### src/rtl/remote_comm_pkg.sv
// Shared definitions for the remote_comm robot link.
// Contents: the controller FSM state type, the robot response codes, and the default
// baud divider (clocks per UART bit at 50 MHz / 115200 baud).
package remote_comm_pkg;

  typedef enum logic [1:0] {
    StIdle,
    StSendHi,
    StSendLo,
    StWaitResp
  } state_e;

  localparam logic [7:0] RESP_DONE = 8'hA5;
  localparam logic [7:0] RESP_BUSY = 8'h5A;

  localparam int unsigned DEFAULT_BAUD_DIV = 434;

endpackage

### src/rtl/remote_comm_uart_tx.sv
// uart_tx: 8N1 byte serializer.
// Ports:
//   clk, rst_n - clock and synchronous active-low reset
//   trmt       - start a frame with tx_data; accepted only while idle
//   tx_data    - byte to send, sampled when trmt is accepted
//   TX         - registered serial output, idles high
//   tx_done    - one-cycle pulse after the stop bit has been on the line for BAUD_DIV clocks
module uart_tx
  import remote_comm_pkg::*;
#(
  parameter int unsigned BAUD_DIV = DEFAULT_BAUD_DIV
) (
  input  logic       clk,
  input  logic       rst_n,
  input  logic       trmt,
  input  logic [7:0] tx_data,
  output logic       TX,
  output logic       tx_done
);

  localparam int unsigned BaudW = (BAUD_DIV > 1) ? $clog2(BAUD_DIV) : 1;
  localparam int unsigned BitW  = $clog2(10);

  logic             active_q;
  logic             tx_q;
  logic             done_q;
  logic [8:0]       shift_q;
  logic [BaudW-1:0] baud_q;
  logic [BitW-1:0]  bit_q;

  // bit_q: 0 = start bit on the line, 1..8 = data bits, 9 = stop bit.
  always_ff @(posedge clk) begin
    if (!rst_n) begin
      active_q <= 1'b0;
      tx_q     <= 1'b1;
      done_q   <= 1'b0;
      shift_q  <= '1;
      baud_q   <= '0;
      bit_q    <= '0;
    end else begin
      done_q <= 1'b0;
      if (!active_q) begin
        if (trmt) begin
          active_q <= 1'b1;
          tx_q     <= 1'b0;
          shift_q  <= {1'b1, tx_data};
          baud_q   <= '0;
          bit_q    <= '0;
        end
      end else if (baud_q == BaudW'(BAUD_DIV - 1)) begin
        baud_q <= '0;
        if (bit_q == BitW'(9)) begin
          active_q <= 1'b0;
          done_q   <= 1'b1;
          tx_q     <= 1'b1;
        end else begin
          tx_q    <= shift_q[0];
          shift_q <= {1'b1, shift_q[8:1]};
          bit_q   <= bit_q + BitW'(1);
        end
      end else begin
        baud_q <= baud_q + BaudW'(1);
      end
    end
  end

  assign TX      = tx_q;
  assign tx_done = done_q;

endmodule

### src/rtl/remote_comm.sv
// remote_comm: sends a 16-bit command to the robot as two UART bytes (high byte first)
// and waits for a response byte. The receiver runs continuously, so unsolicited
// status bytes also update resp.
// Ports:
//   clk, rst_n - 50 MHz clock, synchronous active-low reset
//   cmd        - command word, captured when snd_cmd is accepted in idle
//   snd_cmd    - one-cycle send request (ignored while busy)
//   TX / RX    - UART line to / from the robot (RX is asynchronous)
//   cmd_snt    - pulse once both command bytes have gone out
//   resp       - last good response byte; resp_rdy pulses when it updates
//   busy       - controller is not idle
//   timeout    - pulse when no response arrives in time
// Optional feature: define REMOTE_COMM_TIMEOUT_EN to build the response timeout;
// otherwise timeout is tied low and the controller waits indefinitely.
module remote_comm
  import remote_comm_pkg::*;
#(
  parameter int unsigned BAUD_DIV    = DEFAULT_BAUD_DIV,
  parameter int unsigned TIMEOUT_CYC = 32'd50_000_000
) (
  input  logic        clk,
  input  logic        rst_n,
  input  logic [15:0] cmd,
  input  logic        snd_cmd,
  output logic        TX,
  input  logic        RX,
  output logic        cmd_snt,
  output logic [7:0]  resp,
  output logic        resp_rdy,
  output logic        busy,
  output logic        timeout
);

  localparam int unsigned BaudW = (BAUD_DIV > 1) ? $clog2(BAUD_DIV) : 1;
  localparam int unsigned BitW  = $clog2(10);
  localparam int unsigned Half  = (BAUD_DIV > 1) ? BAUD_DIV / 2 : 1;

  state_e      state_q;
  logic [15:0] cmd_q;
  logic        cmd_snt_q;
  logic        busy_q;
  logic        trmt;
  logic [7:0]  tx_data;
  logic        tx_done;

  // The high byte goes straight from cmd so TX drops on the cycle after acceptance.
  assign trmt    = ((state_q == StIdle) && snd_cmd) || ((state_q == StSendHi) && tx_done);
  assign tx_data = (state_q == StIdle) ? cmd[15:8] : cmd_q[7:0];

  uart_tx #(
    .BAUD_DIV(BAUD_DIV)
  ) u_uart_tx (
    .clk    (clk),
    .rst_n  (rst_n),
    .trmt   (trmt),
    .tx_data(tx_data),
    .TX     (TX),
    .tx_done(tx_done)
  );

  // Receiver
  logic             rx_s1_q, rx_s2_q, rx_s3_q;
  logic             rx_active_q;
  logic [BaudW-1:0] rx_baud_q;
  logic [BitW-1:0]  rx_bit_q;
  logic [7:0]       rx_shift_q;
  logic [7:0]       resp_q;
  logic             resp_rdy_q;

  // rx_baud_q counts down to the next mid-bit sample; rx_bit_q 0 = start, 9 = stop.
  always_ff @(posedge clk) begin
    if (!rst_n) begin
      rx_s1_q     <= 1'b1;
      rx_s2_q     <= 1'b1;
      rx_s3_q     <= 1'b1;
      rx_active_q <= 1'b0;
      rx_baud_q   <= '0;
      rx_bit_q    <= '0;
      rx_shift_q  <= '0;
      resp_q      <= 8'h00;
      resp_rdy_q  <= 1'b0;
    end else begin
      rx_s1_q    <= RX;
      rx_s2_q    <= rx_s1_q;
      rx_s3_q    <= rx_s2_q;
      resp_rdy_q <= 1'b0;
      if (!rx_active_q) begin
        if (rx_s3_q && !rx_s2_q) begin
          rx_active_q <= 1'b1;
          rx_baud_q   <= BaudW'(Half - 1);
          rx_bit_q    <= '0;
        end
      end else if (rx_baud_q != '0) begin
        rx_baud_q <= rx_baud_q - BaudW'(1);
      end else begin
        rx_baud_q <= BaudW'(BAUD_DIV - 1);
        rx_bit_q  <= rx_bit_q + BitW'(1);
        if (rx_bit_q == '0) begin
          // Line back high at mid start bit: a glitch, not a frame.
          if (rx_s2_q) rx_active_q <= 1'b0;
        end else if (rx_bit_q == BitW'(9)) begin
          rx_active_q <= 1'b0;
          // A low stop bit is a framing error and the byte is dropped.
          if (rx_s2_q) begin
            resp_q     <= rx_shift_q;
            resp_rdy_q <= 1'b1;
          end
        end else begin
          rx_shift_q <= {rx_s2_q, rx_shift_q[7:1]};
        end
      end
    end
  end

`ifdef REMOTE_COMM_TIMEOUT_EN
  localparam int unsigned ToW = (TIMEOUT_CYC > 1) ? $clog2(TIMEOUT_CYC) : 1;
  logic [ToW-1:0] to_cnt_q;
  logic           timeout_q;
`endif

  always_ff @(posedge clk) begin
    if (!rst_n) begin
      state_q   <= StIdle;
      cmd_q     <= '0;
      cmd_snt_q <= 1'b0;
      busy_q    <= 1'b0;
`ifdef REMOTE_COMM_TIMEOUT_EN
      to_cnt_q  <= '0;
      timeout_q <= 1'b0;
`endif
    end else begin
      cmd_snt_q <= 1'b0;
`ifdef REMOTE_COMM_TIMEOUT_EN
      timeout_q <= 1'b0;
`endif
      unique case (state_q)
        StIdle: begin
          if (snd_cmd) begin
            cmd_q   <= cmd;
            state_q <= StSendHi;
            busy_q  <= 1'b1;
          end
        end
        StSendHi: begin
          if (tx_done) state_q <= StSendLo;
        end
        StSendLo: begin
          if (tx_done) begin
            cmd_snt_q <= 1'b1;
            state_q   <= StWaitResp;
`ifdef REMOTE_COMM_TIMEOUT_EN
            to_cnt_q  <= '0;
`endif
          end
        end
        StWaitResp: begin
          if (resp_rdy_q) begin
            state_q <= StIdle;
            busy_q  <= 1'b0;
          end
`ifdef REMOTE_COMM_TIMEOUT_EN
          // to_cnt_q holds cycles spent here minus one.
          else if (to_cnt_q == ToW'(TIMEOUT_CYC - 1)) begin
            timeout_q <= 1'b1;
            state_q   <= StIdle;
            busy_q    <= 1'b0;
          end else begin
            to_cnt_q <= to_cnt_q + ToW'(1);
          end
`endif
        end
        default: begin
          state_q <= StIdle;
          busy_q  <= 1'b0;
        end
      endcase
    end
  end

  assign cmd_snt  = cmd_snt_q;
  assign resp     = resp_q;
  assign resp_rdy = resp_rdy_q;
  assign busy     = busy_q;
`ifdef REMOTE_COMM_TIMEOUT_EN
  assign timeout  = timeout_q;
`else
  assign timeout  = 1'b0;
`endif

endmodule
### config.mk
export PLATFORM = sky130hd
export DESIGN_NAME = remote_comm
export DESIGN_NICKNAME = d
export VERILOG_FILES = /design/src/rtl/remote_comm_pkg.sv /design/src/rtl/remote_comm_uart_tx.sv /design/src/rtl/remote_comm.sv
export SDC_FILE = /design/constraint.sdc
export NUM_CORES = 1
export LEC_CHECK = 0
export BUFFER_PORTS_ARGS = -buffer_cell sky130_fd_sc_hd__clkbuf_2
export CAP_MARGIN = 10
export CORE_MARGIN = 3
export CORE_UTILIZATION = 63
export DETAILED_ROUTE_END_ITERATION = 10
export PLACE_DENSITY_LB_ADDON = 0.1
export SYNTH_ARGS = -nofsm -noshare
export SYNTH_HDL_FRONTEND = slang
export SYNTH_SLANG_ARGS = --single-unit
### constraint.sdc
create_clock -name clk -period 4.2 [get_ports clk]
set_input_delay 0.21 -clock clk [delete_from_list [all_inputs] [get_ports clk]]
set_output_delay 0.21 -clock clk [all_outputs]
set_load 0.02 [all_outputs]
Yosys cells after proc, flatten, opt, wreduce, memory -nomap -nowiden --
Cells that the tools add are included.
Storage, ports and cells: input bits 20, register bits 71
Cells by class: reductions and logical operators 22, add/sub/neg operators 4, bitwise operators 5, equality and inequality tests 13, muxes and demuxes 43
Operators with widths (count):
- two-way mux 9 bit | 10
- two-way mux 4 bit | 7
- two-way mux 1 bit | 19
- inequality test 2 bit, second input constant | 5
- adder 9 x 1 -> 9 bit, second input constant | 1
- == test 9 bit, second input constant | 1
- AND reduction 3 bit | 3
- nonzero test 9 bit | 1
- subtractor 9 x 1 -> 9 bit, second input constant | 1
- adder 4 x 1 -> 4 bit, second input constant | 2
- == test 4 bit, second input constant | 2
- two-way mux 2 bit | 4
- two-way mux 8 bit | 1
- case mux 2 bit (4 select lines) | 1
- AND reduction 2 bit | 4
- AND reduction 4 bit | 2
- nonzero test 2 bit | 3
- inverter 1 bit | 5
- AND reduction 5 bit | 1
- OR reduction 5 bit | 1
- == test 2 bit, second input constant | 2
- logical NOT 4 bit | 1
- inequality test 2 x 1 -> 1 bit, second input constant | 2
- logical AND 1 bit | 3
- other kinds (5) | 5

Logic depth before layout (Yosys ltp) --
Gate-level depths: netlist of run 1.
word-level depth 5, depth in mapped cells 7

Cells and area by module --
From an unflattened synthesis of run 1, not the netlist that was laid out.
Second synthesis, totals: cell total of the unflattened synthesis 376, area total of the unflattened synthesis 3344.5 um2
Modules (own cells, without submodules):
- remote_comm | cells each 242, instances 1, area each 2127.0 um2
- uart_tx | cells each 134, instances 1, area each 1217.4 um2

Least setup slack after synthesis of run 1 --
No wires, ideal clock.
path type register -> register, from register rx_baud_q[0], to register rx_shift_q[0], path buffers 1, stages on the path, launching flop included 8, setup slack 2.156 ns, data required time 4.070 ns, data arrival time 1.914 ns, cells stage by stage dfxtp_1 > inv_1 > ha_1 > or3b_1 > buf_6 > nor4_4 > o21ai_4 > mux2i_1
On the way: cells in the longest elaborated chain, start to end 3
RTL lines:
- start: declaration | RTL line remote_comm.sv:64 | logic [BaudW-1:0] rx_baud_q;
- start signal: assignment | RTL line remote_comm.sv:90 | rx_baud_q <= BaudW'(Half - 1);
- start signal: assignment | RTL line remote_comm.sv:94 | rx_baud_q <= rx_baud_q - BaudW'(1);
- start signal: assignment | RTL line remote_comm.sv:96 | rx_baud_q <= BaudW'(BAUD_DIV - 1);
- nonzero test 9 bit | RTL line remote_comm.sv:93 | end else if (rx_baud_q != '0) begin
- inverter 1 bit (no line)
- AND reduction 4 bit (no line)
- end signal: assignment | RTL line remote_comm.sv:109 | rx_shift_q <= {rx_s2_q, rx_shift_q[7:1]};
- end: declaration | RTL line remote_comm.sv:66 | logic [7:0] rx_shift_q;
Every way passes these cells. A chain may end at the register's enable or synchronous reset.

Worst setup path in the final report of run 1 --
from register u_uart_tx.active_q, to register u_uart_tx.bit_q[2]
On the way: cells in the longest elaborated chain, start to end 2
RTL lines:
- start: declaration | RTL line remote_comm_uart_tx.sv:24 | logic active_q;
- start signal: assignment | RTL line remote_comm_uart_tx.sv:34 | active_q <= 1'b0;
- start signal: assignment | RTL line remote_comm_uart_tx.sv:44 | active_q <= 1'b1;
- start signal: assignment | RTL line remote_comm_uart_tx.sv:53 | active_q <= 1'b0;
- inequality test 2 bit (no line) / nonzero test 2 bit (equally long branches)
- AND reduction 3 bit (no line)
- end signal: assignment | RTL line remote_comm_uart_tx.sv:59 | bit_q <= bit_q + BitW'(1);
- end: declaration | RTL line remote_comm_uart_tx.sv:29 | logic [BitW-1:0] bit_q;
Several ways; a longest one is shown, not always the timed one.

==> metrics.txt, run 1 <==
status=finished, final reports clean; CP max-delay cell=or4_1; WHS Path Cells=2; postcts setup bufs=0; most common cell after layout, fill and taps aside=dfxtp_1; Hold EP=rx_s1_q; Yosys Warn Count=0; Syn Std Cell Area=3270 um^2; Yosys reg bits=70; htree depth=3; DR pass1 iterations=4; number of synthesized flops with an enable pin=0; area grow syn2layout=10.5%; Fin. Hold Viols=0; CTS tree=done; pin count of the biggest net entering global routing=39; total track usage=0.236; setup violators final=0; RR Endpoint=u_uart_tx.bit_q[2]; number of global-route vias before repair=about 2.5k; setup TNS=0 ns; crit path launch type=flop; CTS clk-pin slew, worst paths=0.08 ns; first-pass GRT wire length=11.5 mm; slew margin rel.=0.392; clock skew=slightly above 0.008 ns; final WL=6.60 mm; Most common cell on crit path=or4_1; R2R setup slack=1.75 ns; switching power=0.000570 W; VDD IR max=between 0.3 and 0.4 mV; syn avg cell area=8.78 um^2; most frequent cells in the layout=dfxtp_1, nand2_1, clkbuf_2, mux2i_1, a21oi_1; Critical Path AT=2.74 ns; WP buf/inv=1; global route total overflow=0; reg2reg start=u_uart_tx.active_q; initial antenna violation count=0; core area=4880 um^2; Mapped Cells=between 300 and 400; CTS Sinks=70; Final Max Tran Viols=0; fin cells=467; DR WL/cell=14.1 um; min-delay src=RX; fillcell total=382; num ports=33; share of cells above drive strength 1=0.140; post-route ant nets=0; CP Capture Type=flop; Internal Power=0.00113 W; Synth cell types=56; die height=78.0 um; CP Cell Sequence=inv_1 -> or4_1 -> or4_1 -> nand2_1; Die ar.=6090 um^2; IO buf count=31; CP max stage delay=0.83 ns; Gate power share=0.255; Initial Util=0.669; Switching Fraction=0.336; syn nets=404; placed cell count=452; Synth Flop Type=dfxtp_1; RSZ-0062 raised after global routing=false; period utilization=0.584; # rows=25; clock root buffer=clkbuf_8; fin nets=428; Via density=just under 6; Hold Crit Class=primary input to flop; HPWL after detailed placement=roughly 4.6 mm; Longest Clk Path Bufs=2; PostCTS Resize Cnt=0; detailed-route DRC error count=0; delay-heaviest family, CP=simple AND/OR/NAND/NOR gates; total number of vias=approximately 2.7k; critical path type=flop to flop; min Tclk post-route=around 2.5 ns; power per cell area=470 nW/um^2; worst-case reg-to-reg path depth=4; hold bufs inserted after CTS=0; TritonCTS Buffers=9; die width=78.0 um; register area share after synthesis=0.429; Reg power frac=0.465; fmax=408 MHz; worst skew pair latency=0.34 ns; Worst Path Required=between 4 and 5 ns; Slew @ Worst Pin=0.912 ns; Post-synth ARST share=0; Max FO, Critical Path=22; leakage power=about 1.6 nW; Max Cap Violations=0; gpl congestion=0.850; antenna diode count=0; Clk pwr share=0.280; final core occ=0.739; Initial DRC Count=around 250
layout make-up:
| cell class | count | area (um^2) | share of cell area |
|---|---|---|---|
| multi-input cells | 267 | 1720 | 0.477 |
| flip-flops and latches | 70 | 1400 | 0.388 |
| repair buffers | 33 | 170 | 0.0472 |
| clock buffers | 10 | 138 | 0.0381 |
| well taps | 67 | 83.8 | 0.0232 |
| inverters | 15 | 56.3 | 0.0156 |
| clock inverters | 5 | 36.3 | 0.0101 |
state kept, by name, indices dropped and copies added (netlist names), 2 cells and up:
| register | count |
|---|---|
| rx_baud_q | 9 |
| u_uart_tx.baud_q | 9 |
| cmd_q | 8 |
| resp | 8 |
| rx_shift_q | 8 |
| u_uart_tx.shift_q | 8 |
| rx_bit_q | 4 |
| u_uart_tx.bit_q | 4 |
| state_q | 2 |
metrics by stage:
| stage | cell area [um^2] | hold slack [ns] | power (W) | setup slack [ns] |
|---|---|---|---|---|
| finish | 3610 | 0.0399 | 0.00170 | 1.75 |
| CTS | 3610 | 0.0313 | 0.00170 | 1.78 |
| floorplan | 3270 | 0.311 | 0.00114 | 2.16 |
| detailed placement | 3430 | 0.395 | 0.00123 | 1.80 |
| global placement | 3430 | 0.390 | 0.00121 | 1.84 |
| global route | 3610 | 0.0335 | 0.00180 | 1.55 |
power groups by stage:
stage / sequential, W / clock [W] / combinational (W)
3_5_place_dp: 0.000803 / 0 / 0.000429
6_report: 0.000789 / 0.000476 / 0.000432
2_1_floorplan: 0.000790 / 0 / 0.000352
4_1_cts: 0.000789 / 0.000483 / 0.000431
5_1_grt: 0.000802 / 0.000514 / 0.000482
3_3_place_gp: 0.000798 / 0 / 0.000416
layer usage:
metal  wire length, um  GRT usage  vias to the layer above
met5                 0          0                        -
met4               126      0.107                        0
met3               282     0.0470                       10
met2              2940      0.368                       60
met1              3250      0.316                     1246
li1                  -          -                     1376
synth_stat cells (2+ instances only):
| master | n | share of area |
|---|---|---|
| or3_1 | 4 | 0.0077 |
| mux2i_1 | 27 | 0.083 |
| o211a_1 | 2 | 0.0061 |
| a211oi_1 | 3 | 0.0069 |
| or4_1 | 2 | 0.0046 |
| inv_1 | 14 | 0.016 |
| dfxtp_1 | 70 | 0.43 |
| or2_1 | 2 | 0.0038 |
| a21o_1 | 3 | 0.0069 |
| o21ai_0 | 13 | 0.020 |
| o31ai_1 | 2 | 0.0046 |
| and3_1 | 7 | 0.013 |
| nor4_1 | 4 | 0.0077 |
| o221ai_1 | 8 | 0.021 |
| nor2b_1 | 3 | 0.0057 |
| clkbuf_1 | 17 | 0.020 |
| nand3b_1 | 6 | 0.014 |
| o211ai_1 | 3 | 0.0069 |
| ha_1 | 12 | 0.046 |
| nor3_1 | 9 | 0.014 |
| nand2_1 | 65 | 0.075 |
| a22oi_1 | 2 | 0.0046 |
| a21oi_1 | 26 | 0.040 |
| nand2b_1 | 5 | 0.0096 |
| nor2_1 | 12 | 0.014 |
| a311oi_1 | 2 | 0.0054 |
| o21a_1 | 3 | 0.0069 |
| nand3_1 | 10 | 0.015 |
| a31oi_1 | 9 | 0.017 |
cell families (layout without fill, tap and decap cells):
group | after synthesis | after routing | share of synthesized area
AOI/OAI and AO/OA | 85 | 85 | 0.175
other | 1 | 1 | 0.00115
DFF | 70 | 70 | 0.429
and+or+nand+nor | 141 | 141 | 0.220
buffers and inverters | 35 | 63 | 0.0437
muxes | 27 | 27 | 0.0827
xor gates and xnor gates | 1 | 1 | 0.00268
adders and majority gates | 12 | 12 | 0.0460
how the worst max path moves through the flow:
stage,from,cells after the start,to
final,u_uart_tx.active_q,4,u_uart_tx.bit_q[2]
after global routing,u_uart_tx.active_q,4,u_uart_tx.bit_q[2]
after CTS,u_uart_tx.active_q,4,u_uart_tx.bit_q[2]
after detailed placement,u_uart_tx.active_q,4,u_uart_tx.bit_q[2]
after global placement,u_uart_tx.active_q,4,u_uart_tx.bit_q[2]
after floorplan,rx_baud_q[0],7,rx_shift_q[0]
Power figures use the tool's default switching activity.
==> run 2, diff against run 1 <==
ABC_AREA = 1   (was not set)
CORE_UTILIZATION = 59   (was 63)
clock period = 2.45 ns   (was 4.2 ns; I/O delays follow)
==> run 2 against run 1 <==
Compared with the run above:
- power is 89% higher
- critical path type unchanged
- global-route usage is 1.1 points lower
- via count is 15% higher
- fmax is 17% higher
- clock power is 130% higher
- largest cell class unchanged
- critical endpoint is now u_uart_tx.baud_q[0]
- critical path depth is 3 higher
==> metrics.txt, run 2 <==
Synth top cells by count=nand2_1, nor2_1, dfxtp_1, inv_1, nand3_1; critical path type=flop to flop; CTS Sinks=70; Synth Area in XOR/XNOR=0.0155; slew margin rel.=0.486; fmax=between 400 and 500 MHz; most frequent cells in the layout=nand2_1, nor2_1, dfxtp_1, inv_1, nand3_1; Via density=~5.2; final core occ=0.710; gpl congestion=0.802; num ports=33; Post-Place Worst Slack=around 0.36 ns; RSZ-0062 raised after global routing=false; die height=81.7 um; post-route ant nets=0; total number of vias=3095; core area=5340 um^2; Worst Path Required=2.69 ns; post-synthesis mux area share=0; number of global-route vias before repair=2779; VDD IR max=0.590 mV; Max FO, Critical Path=11; die width=81.7 um; HPWL after detailed placement=4.73 mm; Initial Util=0.634; initial antenna violation count=0; clock skew=approximately 0.0077 ns; area grow syn2layout=12.1%; power per cell area=approximately 850 nW/um^2; global route total overflow=0; Die ar.=6670 um^2; worst-case reg-to-reg path depth=7; Longest Clk Path Bufs=2; number of synthesized flops with an enable pin=0; Max Cap Violations=0; slack of the critical path=0.359 ns; Syn Std Cell Area=3380 um^2; IO buf count=31; CP max stage delay=0.38 ns; period utilization=0.853; final WL=6.77 mm; Final Max Tran Viols=0; crit path launch type=flop; setup TNS=0 ns; Post-synth ARST share=0; CP Cell Sequence=inv_1 -> ha_1 -> nand2_1 -> nand3_1 -> clkinv_1 -> o21ai_0 -> a21oi_1; simple-gate portion of the synthesized area=0.331; top-count cell post-synth=nand2_1; Yosys Warn Count=0; register area share after synthesis=0.415; DR pass1 iterations=4; PostCTS Resize Cnt=0; syn nets=525; clock root buffer=clkbuf_8; Fin. Hold Viols=0; top cells by area, synth=dfxtp_1, nand2_1, nor2_1; CP Capture Type=flop; share of cells above drive strength 1=0.112; Synth Flop Type=dfxtp_1; CTS clk-pin slew, worst paths=0.08 ns; RR Endpoint=u_uart_tx.baud_q[0]; TritonCTS Buffers=9; worst skew pair latency=0.34 ns; Mapped Cells=493; Setup crit start=state_q[1]; Critical Path AT=2.33 ns; worst setup path end=u_uart_tx.baud_q[0]; biggest regs=rx_baud_q: 9 flops, u_uart_tx.baud_q: 9 flops; reg2reg start=state_q[1]; largest family of logic cells by synthesized area=simple AND/OR/NAND/NOR gates; # rows=26; DR WL/cell=11.3 um; R2R setup slack=roughly 0.36 ns; first-pass GRT wire length=11.8 mm; pin count of the biggest net entering global routing=46; Synth cell types=32; Pwr Total=0.00320 W; status=finished, final reports clean; Initial DRC Count=122; most common cell after layout, fill and taps aside=nand2_1; Yosys reg bits=70; CTS tree=done; total track usage=0.225; leading area contributor after synthesis=dfxtp_1; setup violators final=0; syn avg cell area=6.86 um^2; CP max-delay cell=ha_1; antenna diode count=0; detailed-route DRC error count=0; Slew @ Worst Pin=0.771 ns; Hold Crit Class=primary input to flop; fin nets=554; Compound-Gate Fraction of Synth Area=0.0992; htree depth=3; leakage power=1.74 nW; min Tclk post-route=2.09 ns; Yosys top cell area share=0.415; Post-Synth Adder-Cell Area=0.0444
## run 2: changes by cell type after synthesis, moves of 8 or more
cell | before | now
clkbuf_1 | 17 | 6
inv_1 | 14 | 58
mux2i_1 | 27 | 0
nand3_1 | 10 | 32
nand2_1 | 65 | 129
o21ai_0 | 13 | 27
nor2_1 | 12 | 81
o221ai_1 | 8 | 0
## run 2: area by class of cell
cell class	count	area [um^2]
clock buffers	9	124
inverters	61	229
multi-input cells	347	1660
flip-flops and latches	70	1400
repair buffers	33	173
clock inverters	7	113
fillers	480	1550
well taps	70	87.6
## run 2: worst min-delay path by stage
| stage | start | endpoint | slack [ns] | cells after the start |
|---|---|---|---|---|
| after floorplan | RX | rx_s1_q | 0.23 | 1 |
| after global placement | RX | rx_s1_q | 0.31 | 2 |
| after detailed placement | RX | rx_s1_q | 0.31 | 2 |
| after CTS | cmd[0] | cmd_q[0] | 0.02 | 3 |
| after global routing | cmd[7] | cmd_q[7] | 0.06 | 3 |
| final | cmd[0] | cmd_q[0] | 0.03 | 3 |
## run 2: kinds of logic after synthesis
group | after synthesis
other | 1
and+or+nand+nor | 265
buffers and inverters | 76
AOI/OAI and AO/OA | 63
adders and majority gates | 12
xor gates and xnor gates | 6
DFF | 70
## run 2: stage by stage
stage	area, um^2	hold WS [ns]	std cells
global placement	3540	0.311	580
CTS	3790	0.0210	597
global route	3790	0.0560	597
floorplan	3380	0.229	493
detailed placement	3540	0.311	580
finish	3790	0.0288	597
## run 2: per-layer routing
metal  vias to the layer above  share of wire  GRT usage
met5                         -              0          0
li1                       1616              -          -
met4                         0          0.018     0.0997
met1                      1407           0.47      0.281
met2                        62           0.46      0.379
met3                        10          0.046     0.0417
## run 2: where the power goes
part / switching (W) / internal (W) / leakage [nW]
clock: 0.000436 / 0.000671 / 0.119
combinational: 0.000484 / 0.000244 / 1.05
sequential: 0.0000922 / 0.00128 / 0.571
## run 2: critical path: cells and delay by family, from the launching register on
kind / cells / cell delay, ns
and+or+nand+nor: 2 / 0.58
buffers and inverters: 2 / 0.39
DFF: 1 / 0.34
AOI/OAI and AO/OA: 2 / 0.29
adders and majority gates: 1 / 0.38
## run 2: timing repair
item	4_1_cts	5_1_grt
hold buffers	1	0
buffers inserted	0	0
endpoints found under the hold margin	1	0
